File: src/rtl/imem_fetch_arbiter.sv
// Two-core instruction fetch arbiter sharing one 1-cycle registered ROM port.
// Bad PCs (misaligned or out of range) are answered locally with an error and a NOP.
module imem_fetch_arbiter #(
  parameter int unsigned IMEM_BYTES = 4096,
  parameter bit          FIXED_PRIO = 1'b0,
  parameter logic [31:0] NOP_INSTR  = 32'h0000_0013
) (
  input  logic        clk,
  input  logic        rst_n,
  input  logic        c0_req,
  input  logic [31:0] c0_pc,
  input  logic        c0_flush,
  output logic        c0_gnt,
  output logic        c0_rvalid,
  output logic [31:0] c0_instr,
  output logic        c0_err,
  input  logic        c1_req,
  input  logic [31:0] c1_pc,
  input  logic        c1_flush,
  output logic        c1_gnt,
  output logic        c1_rvalid,
  output logic [31:0] c1_instr,
  output logic        c1_err,
  output logic        mem_en,
  output logic [31:0] mem_pc,
  input  logic [31:0] mem_instr
);

  typedef enum logic [1:0] {
    OWN_NONE = 2'd0,
    OWN_C0   = 2'd1,
    OWN_C1   = 2'd2
  } owner_e;

  localparam logic [31:0] IMEM_LIMIT = 32'(IMEM_BYTES);

  function automatic logic pc_is_bad(input logic [31:0] pc);
    return (pc[1:0] != 2'b00) || (pc >= IMEM_LIMIT);
  endfunction

  owner_e      owner_q, owner_d;
  logic        err_q, err_d;
  logic        prio_q, prio_d;
  logic        c0_elig_s, c1_elig_s;
  logic        win0_s, win1_s;
  logic [31:0] win_pc_s;
  logic        win_bad_s;

  // Eligibility is held off while reset is asserted so no grant leaks out during reset.
  always_comb begin
    c0_elig_s = c0_req & ~c0_flush & rst_n;
    c1_elig_s = c1_req & ~c1_flush & rst_n;
  end

  // Arbitration, ROM drive and next-state computation.
  always_comb begin
    win0_s    = c0_elig_s & (~c1_elig_s | FIXED_PRIO | ~prio_q);
    win1_s    = c1_elig_s & ~win0_s;
    win_pc_s  = win1_s ? c1_pc : c0_pc;
    win_bad_s = pc_is_bad(win_pc_s);

    c0_gnt = win0_s;
    c1_gnt = win1_s;

    if ((win0_s | win1_s) && !win_bad_s) begin
      mem_en = 1'b1;
      mem_pc = win_pc_s;
    end else begin
      mem_en = 1'b0;
      mem_pc = 32'h0000_0000;
    end

    owner_d = OWN_NONE;
    err_d   = 1'b0;
    prio_d  = prio_q;
    if (win0_s) begin
      owner_d = OWN_C0;
      err_d   = win_bad_s;
      prio_d  = 1'b1;
    end else if (win1_s) begin
      owner_d = OWN_C1;
      err_d   = win_bad_s;
      prio_d  = 1'b0;
    end else begin
      owner_d = OWN_NONE;
      err_d   = 1'b0;
    end
  end

  // Owner / error / priority state; prio_q = 0 means core 0 is favoured on a tie.
  always_ff @(posedge clk or negedge rst_n) begin
    if (!rst_n) begin
      owner_q <= OWN_NONE;
      err_q   <= 1'b0;
      prio_q  <= 1'b0;
    end else begin
      owner_q <= owner_d;
      err_q   <= err_d;
      prio_q  <= prio_d;
    end
  end

  // Response routing: a flush in the response cycle discards the word.
  always_comb begin
    c0_rvalid = 1'b0;
    c0_err    = 1'b0;
    c0_instr  = 32'h0000_0000;
    c1_rvalid = 1'b0;
    c1_err    = 1'b0;
    c1_instr  = 32'h0000_0000;
    case (owner_q)
      OWN_C0: begin
        c0_rvalid = ~c0_flush;
        c0_err    = err_q & ~c0_flush;
        c0_instr  = c0_flush ? 32'h0000_0000 : (err_q ? NOP_INSTR : mem_instr);
      end
      OWN_C1: begin
        c1_rvalid = ~c1_flush;
        c1_err    = err_q & ~c1_flush;
        c1_instr  = c1_flush ? 32'h0000_0000 : (err_q ? NOP_INSTR : mem_instr);
      end
      OWN_NONE: begin
        c0_rvalid = 1'b0;
        c1_rvalid = 1'b0;
      end
      default: begin
        c0_rvalid = 1'b0;
        c1_rvalid = 1'b0;
      end
    endcase
  end

  imem_fetch_arbiter_chk u_chk (
    .clk       (clk),
    .rst_n     (rst_n),
    .c0_gnt    (c0_gnt),
    .c1_gnt    (c1_gnt),
    .mem_en    (mem_en),
    .c0_rvalid (c0_rvalid),
    .c1_rvalid (c1_rvalid)
  );

endmodule

// Structural invariants of the arbiter, kept apart from the datapath.
module imem_fetch_arbiter_chk (
  input logic clk,
  input logic rst_n,
  input logic c0_gnt,
  input logic c1_gnt,
  input logic mem_en,
  input logic c0_rvalid,
  input logic c1_rvalid
);

  a_one_gnt: assert property (@(posedge clk) disable iff (!rst_n) !(c0_gnt && c1_gnt));
  a_en_gnt:  assert property (@(posedge clk) disable iff (!rst_n) mem_en |-> (c0_gnt ^ c1_gnt));
  a_one_rsp: assert property (@(posedge clk) disable iff (!rst_n) !(c0_rvalid && c1_rvalid));

endmodule

File: config.mk
export PLATFORM = sky130hd
export DESIGN_NAME = imem_fetch_arbiter
export DESIGN_NICKNAME = d
export VERILOG_FILES = /design/src/rtl/imem_fetch_arbiter.sv
export SDC_FILE = /design/constraint.sdc
export NUM_CORES = 1
export LEC_CHECK = 0
export ABC_AREA = 0
export CORE_ASPECT_RATIO = 1.4
export CORE_MARGIN = 4
export CORE_UTILIZATION = 21
export DETAILED_ROUTE_END_ITERATION = 7
export PLACE_DENSITY = 0.78
export RECOVER_POWER = 25
export SETUP_SLACK_MARGIN = 0.05
export SYNTH_ARGS = -nofsm -noshare
export SYNTH_HDL_FRONTEND = slang
export SYNTH_HIERARCHICAL = 1
export SYNTH_SLANG_ARGS = --single-unit
File: constraint.sdc
create_clock -name clk -period 2.1 [get_ports clk]
set_clock_uncertainty 0.2 [all_clocks]
set_input_delay 0.21 -clock clk [delete_from_list [all_inputs] [get_ports clk]]
set_output_delay 0.21 -clock clk [all_outputs]
set_load 0.05 [all_outputs]
==> results of run 1 <==
-- final timing paths --
kind,startpoint,to,slack [ns],cells after the start
min in group asynchronous,rst_n,prio_q,0.51,3
worst max-delay path,prio_q,mem_pc[3],-0.26,6
worst min-delay path,c1_pc[19],err_q,0.29,5
worst max register to register,prio_q,err_q,0.14,6
worst min register to register,prio_q,owner_q[1],0.56,3
max in group asynchronous,rst_n,owner_q[0],1.01,3
-- Yosys cell counts, drive strengths merged --
cell type,n,area [um2]
nor2,74,280
a21oi,1,5.00
o211a,1,10.0
nand3b,1,7.51
o21a,2,15.0
nor2b,2,12.5
buf,25,189
dfrtp,4,100
nand2,32,120
clkbuf,10,37.5
o21ai,2,13.8
mux2,1,11.3
nand4,2,12.5
or4,1,11.3
mux2i,10,100
conb,1,3.75
nor4,8,65.1
or3b,1,8.76
nor3b,1,18.8
nor3,13,110
or3,1,6.26
inv,3,11.3
-- final cells by class --
class | instances | area share (%)
clock buffers | 3 | 0.954
repair buffers | 210 | 67.7
multi-input cells | 175 | 26.8
well taps | 66 | 1.91
inverters | 3 | 0.260
flip-flops and latches | 4 | 2.31
-- tightest hold or removal path, delay by kind of cell --
kind	cells	cell delay [ns]
AO/OA/AOI/OAI	1	0.13
buffers and inverters	1	0.06
AND/OR/NAND/NOR	3	0.27
-- cells in the final DEF (no fill, tap or decap), drive strengths merged, types with 2 or more instances in the layout --
master         instances
nor3                  13
nor4                   8
dfrtp                  4
o21a                   2
clkdlybuf4s50         78
dlygate4sd2           19
mux2i                 10
nor2b                  2
clkbuf                 5
nand4                  2
o21ai                  2
nand2                 32
buf                  109
conb                  22
inv                    3
nor2                  74
-- kinds of logic after synthesis --
kind of cell / after synthesis / synth area share, %
AND/OR/NAND/NOR: 136 / 56.8
AO/OA/AOI/OAI: 6 / 3.81
other: 1 / 0.326
flip-flops: 4 / 8.71
buffers and inverters: 38 / 20.7
multiplexers: 11 / 9.68
-- state kept, by name, summed over array words and instances, names as in the netlist --
| signal | flops |
|---|---|
| owner_q | 2 |
| err_q | 1 |
| prio_q | 1 |
-- per-stage QoR --
| stage | hold slack, ns | setup WS, ns |
|---|---|---|
| 2_1_floorplan | -0.286 | -0.131 |
| 3_3_place_gp | 0.325 | -0.394 |
| 3_5_place_dp | 0.331 | -0.446 |
| 4_1_cts | 0.292 | -0.217 |
| 5_1_grt | 0.338 | -0.308 |
| 6_report | 0.289 | -0.257 |
-- report_power, final --
group          internal, mW  switching, mW
registers            0.0852        0.00767
logic                 0.302          0.340
clock network         0.122         0.0424
total                 0.509          0.390
-- repair_timing --
action                                  in CTS  in global routing
endpoints found under the hold margin        4                  0
hold buffers                                 1                  0
cloned                                       2                  2
pin swaps                                   23                  1
resized for setup                           86                  4
setup buffers                                6                  0
endpoints found under the setup margin      53                 46
-- metal layers --
layer | global-route usage, % | routed length, um | vias to the layer above
met5 | 0 | 0 | -
met4 | 6.74 | 194 | 0
met3 | 6.86 | 824 | 16
met2 | 48.0 | 4890 | 166
met1 | 20.1 | 2560 | 993
li1 | - | - | 993
==> results.md, run 1 <==
- First-pass GRT wire length: approximately 12 mm
- Crit path top cell by count: buf_12
- Fill cell count: between 200 and 300
- Max-cap check violation count: 0
- Fin. Hold Viols: 0
- Leakage power: 1.84 nW
- Worst-path maximum fanout: 5
- Worst path max stage delay: about 0.40 ns
- H-tree depth: 1
- IO Pins: 205
- Syn Area/Cell: slightly below 6 um2
- DIE AREA: ~6700 um2
- Die X: between 70 and 80 um
- Inserted Clock Buffers: 3
- Clock-pin transition on the worst setup and hold timing paths: 0.03 ns
- Antenna-violating nets left: 0
- IO Port Bufs: 182
- Post-Synthesis Cells: 196
- Yosys warning total: 6
- Setup Viol. Count Final: 11
- Total gr overflow: 0
- Cell area after layout: about 4300 um2
- Layout Nets: approximately 500
- Tcrit/Tclk final: 112%
- Root Driver: clkbuf_8
- Failing checks: setup timing
- Site row count: 31
- CP Class: reg -> out
- Slowest CP cell: dfrtp_1
- Synth Cell Area: around 1100 um2
- Residual DRC count: 0
- Storage cell area: 100 um2
- Area of the multi-input gates: between 1000 and 1500 um2
- Slew Viols, Final: 0
- Vias in the first global route: around 2300
- Peak supply drop: 0.000321 V
- FMAX: about 420 MHz
- Critical Path End Type: output port
- Cells along the critical path: nor3b_4, nor2_2, mux2_4, buf_12, nor3_4, buf_12
- Final core utilization: ~83%
- CORE AREA: about 5200 um2
- Finished Layout Cells: 461
- Required @ worst endpoint: approximately 1.7 ns
- Hold Path Class: in -> reg
- Buf+Inv Stages, Crit Path: 2
- TritonCTS clock tree: done
- Yosys cell types: 28
- DR pass1 iterations: 4
- Startpoint types: register
- Antenna cells: 0
- GRT Total Usage: 22.8%
- Post-synthesis sequential area ratio: under 10%
- Wire per inst: about 18 um
- Post-DP HPWL: ~6.6 mm
- Initial DRC Count: 68
- Area growth from synthesis to layout: 276%
- Vias per std cell: ~4.7
- Final WS setup: -0.257 ns
- Effective utilization at floorplan: a little over a fifth
- Clock buffer depth: 2
- CTS Sinks: 4
- CP Data Arrival Time: around 2.0 ns
- Antenna violations before repair: 0
- Crit path time final: between 2 and 2.5 ns
- Placer Congestion: 0.812
- Largest net degree at the start of global routing: 35
- DP Cell Count: between 400 and 500
- Pwr/cell area: just over 200 nW/um2
- RSZ-0062 raised after global routing: true
- Setup TNS: -2.40 ns
- Placement Cell Area: a little under 4000 um2
- Layout cells sized above 1: 43.3%
- CP top delay family: simple AND/OR/NAND/NOR gates
- Die Y: 95.6 um
- Seq cells post-synth: 4
- Total number of vias: about 2200
- Total power draw: between 0.8 and 0.9 mW
- Routed WL: approximately 8.5 mm
- Status: complete, but fails checks
- Latest clock arrival within the worst-skew pair: 0.22 ns
No activity file was read; power rests on OpenSTA's default activity.
==> run 2, diff against run 1 <==
--- a/config.mk
+++ b/config.mk
@@ -10,6 +10,7 @@
 export CORE_MARGIN = 4
 export CORE_UTILIZATION = 21
 export DETAILED_ROUTE_END_ITERATION = 7
+export HOLD_SLACK_MARGIN = 0.03
 export PLACE_DENSITY = 0.78
 export RECOVER_POWER = 25
 export SETUP_SLACK_MARGIN = 0.05
==> results of run 2 <==
No change in the layout: final DEF, timing and power equal those of run 1.
==> run 3, diff against run 2 <==
--- a/config.mk
+++ b/config.mk
@@ -5,7 +5,6 @@
 export SDC_FILE = /design/constraint.sdc
 export NUM_CORES = 1
 export LEC_CHECK = 0
-export ABC_AREA = 0
 export CORE_ASPECT_RATIO = 1.4
 export CORE_MARGIN = 4
 export CORE_UTILIZATION = 21
==> results of run 3 <==
No change in the layout: final DEF, timing and power equal those of run 1.
==> variant (flow settings as in run 2) <==
Encoding of `owner_e`: now one-hot (3 bits for 3 values).
--- a/src/rtl/imem_fetch_arbiter.sv
+++ b/src/rtl/imem_fetch_arbiter.sv
@@ -26,10 +26,10 @@
   input  logic [31:0] mem_instr
 );
 
-  typedef enum logic [1:0] {
-    OWN_NONE = 2'd0,
-    OWN_C0   = 2'd1,
-    OWN_C1   = 2'd2
+  typedef enum logic [2:0] {
+    OWN_NONE = 3'b001,
+    OWN_C0   = 3'b010,
+    OWN_C1   = 3'b100
   } owner_e;
 
   localparam logic [31:0] IMEM_LIMIT = 32'(IMEM_BYTES);
Formal check against the unedited RTL: same outputs for any inputs over 10 cycles, from zero or initial values and one cycle with rst_n low; not proved beyond that.
==> variant against run 2 <==
The run still ends with setup timing left; setup slack worse by 0.041 ns; sequential cell count is 1 higher; area after synthesis is 2.3% higher; combinational power is 13% lower; power is 6.7% lower; routed wire length is 12% higher; cell area is 14% higher; worst hold slack worse by 0.18 ns; critical endpoint is now mem_pc[7].
==> variant: results (changes against run 2) <==
- P_sw: 342.9 uW (-12%)
- Max Fanout on Critical Path: 6 (+1)
- Failing checks: setup timing
- Top post-synthesis cells by area: nor2_1 (23%), buf_4 (14%), nand2_1 (9.6%)
- # fillers: 212 (-26%)
- Worst R2R Start: prio_q
- Dpl hpwl: 6614 um (+0.75%)
- Routability congestion estimate from global placement: 0.7944 (-2.2%)
- # nets final: 506 (+1.4%)
- Post-synth top cells: nor2_1 (71), nand2_1 (30), buf_4 (22)
- R2R cell count: 5 (-1)
- Part of the Yosys area used for sequential elements: 0.1074 (+0.02040)
- Number of diodes: 0 (unchanged)
- Leakage power: 0.001926 uW (+4.9%)
- Tot GR Track Use: 0.2517 (+0.02416)
- Vias in the first global route: 2412 (+3.0%)
- Maximum clock insertion buffer count: 2 (unchanged)
- Hold Crit Class: in2async
- Hold_ws: 0.1053 ns (-0.1841 ns)
- First-pass GRT wire length: 13170 um (+9.9%)
- Crit path DAT: 1.99 ns (+0.04 ns)
- Fin worst setup slack: -0.2977 ns (-0.04079 ns)
- Routed via count: 2214 (+2.1%)
- Final setup viols: 68 (+57)
- R2R Path End: err_q
- CTS Root Cell: clkbuf_8
- Share of cells above drive strength 1: 0.5360 (+0.1031)
- Cell variety after synth: 30 (+7.1%)
- Dpl cell area: 4453 sq um (+12%)
- Largest net degree at the start of global routing: 31 (-11%)
- DR iter-0 viols: 52 (-24%)
- Status: complete, but fails checks
- R2R Setup Slk: 0.07 ns (-0.07 ns)
- Total Wirelength: 9474 um (+12%)
- IR drop worst, VDD: 0.2582 mV (-20%)
- Largest regs: owner_q (3), err_q (1), prio_q (1)
==> variant: cell count changes after synthesis, moves of 2 or more <==
cell	before	now
nand2_1	32	30
o21a_1	2	0
or4b_2	0	2
nor2_1	73	71
==> variant: stage by stage <==
stage | power (uW) | setup WS, ns | setup TNS [ns] | instances
floorplan | 394.9 | -0.2271 | -2.257 | 218
global placement | 615.0 | -0.4373 | -14.81 | 447
detailed placement | 624.9 | -0.4626 | -16.28 | 447
CTS | 827.6 | -0.3174 | -6.252 | 470
global route | 871.6 | -0.3371 | -7.759 | 471
finish | 839.5 | -0.2977 | -5.439 | 471
==> variant: cell families after synthesis <==
| logic type | synth area share |
|---|---|
| AO/OA/AOI/OAI | 0.02978 |
| buffers and inverters | 0.2128 |
| flip-flops | 0.1075 |
| multiplexers | 0.1064 |
| other | 0.003188 |
| AND/OR/NAND/NOR | 0.5404 |
==> variant: how the worst max path moves through the flow <==
stage,start,endpoint,slack (ns),cells past startpoint
2_1_floorplan,prio_q,mem_pc[10],-0.23,6
3_3_place_gp,c0_pc[19],mem_pc[2],-0.44,8
3_5_place_dp,c0_pc[19],mem_pc[7],-0.46,8
4_1_cts,prio_q,mem_pc[7],-0.32,5
5_1_grt,prio_q,mem_pc[6],-0.34,7
6_report,prio_q,mem_pc[7],-0.30,5
==> variant: cell type report <==
class                   instances  area, sq um  share of cell area
multi-input cells             174         1513              0.3057
repair buffers                217         3161              0.6387
clock buffers                   4        45.04            0.009102
inverters                       3        18.77            0.003793
flip-flops and latches          5        126.4             0.02554
well taps                      68        85.08             0.01719
==> variant: metal layers <==
| layer | vias up | share of wire | track usage |
|---|---|---|---|
| met1 | 1021 | 0.31 | 0.2358 |
| met2 | 162 | 0.57 | 0.5330 |
| met5 | - | 0 | 0 |
| met3 | 16 | 0.089 | 0.04555 |
| li1 | 1015 | - | - |
| met4 | 0 | 0.022 | 0.07837 |
==> variant: worst max-delay path, stage by stage, from the launching register on <==
cell and delay (ns):
dfrtp_1 0.37, or3b_4 0.42, and2_4 0.18, mux2_4 0.39
nor3_4 0.24, buf_12 0.17
==> variant: repair_timing <==
action                     CTS  global route
resized for setup           44            26
setup endpoints to repair   79            78
buffers inserted            11             8
pin swaps                   27            19
gates cloned                 8             0
==> variant: power groups by stage <==
stage               Clock, uW  Sequential, uW  Combinational (uW)
floorplan                   0             110                 285
global placement            0             111                 504
detailed placement          0             111                 514
CTS                       178             110                 540
global route              179             111                 581
finish                    172             111                 557
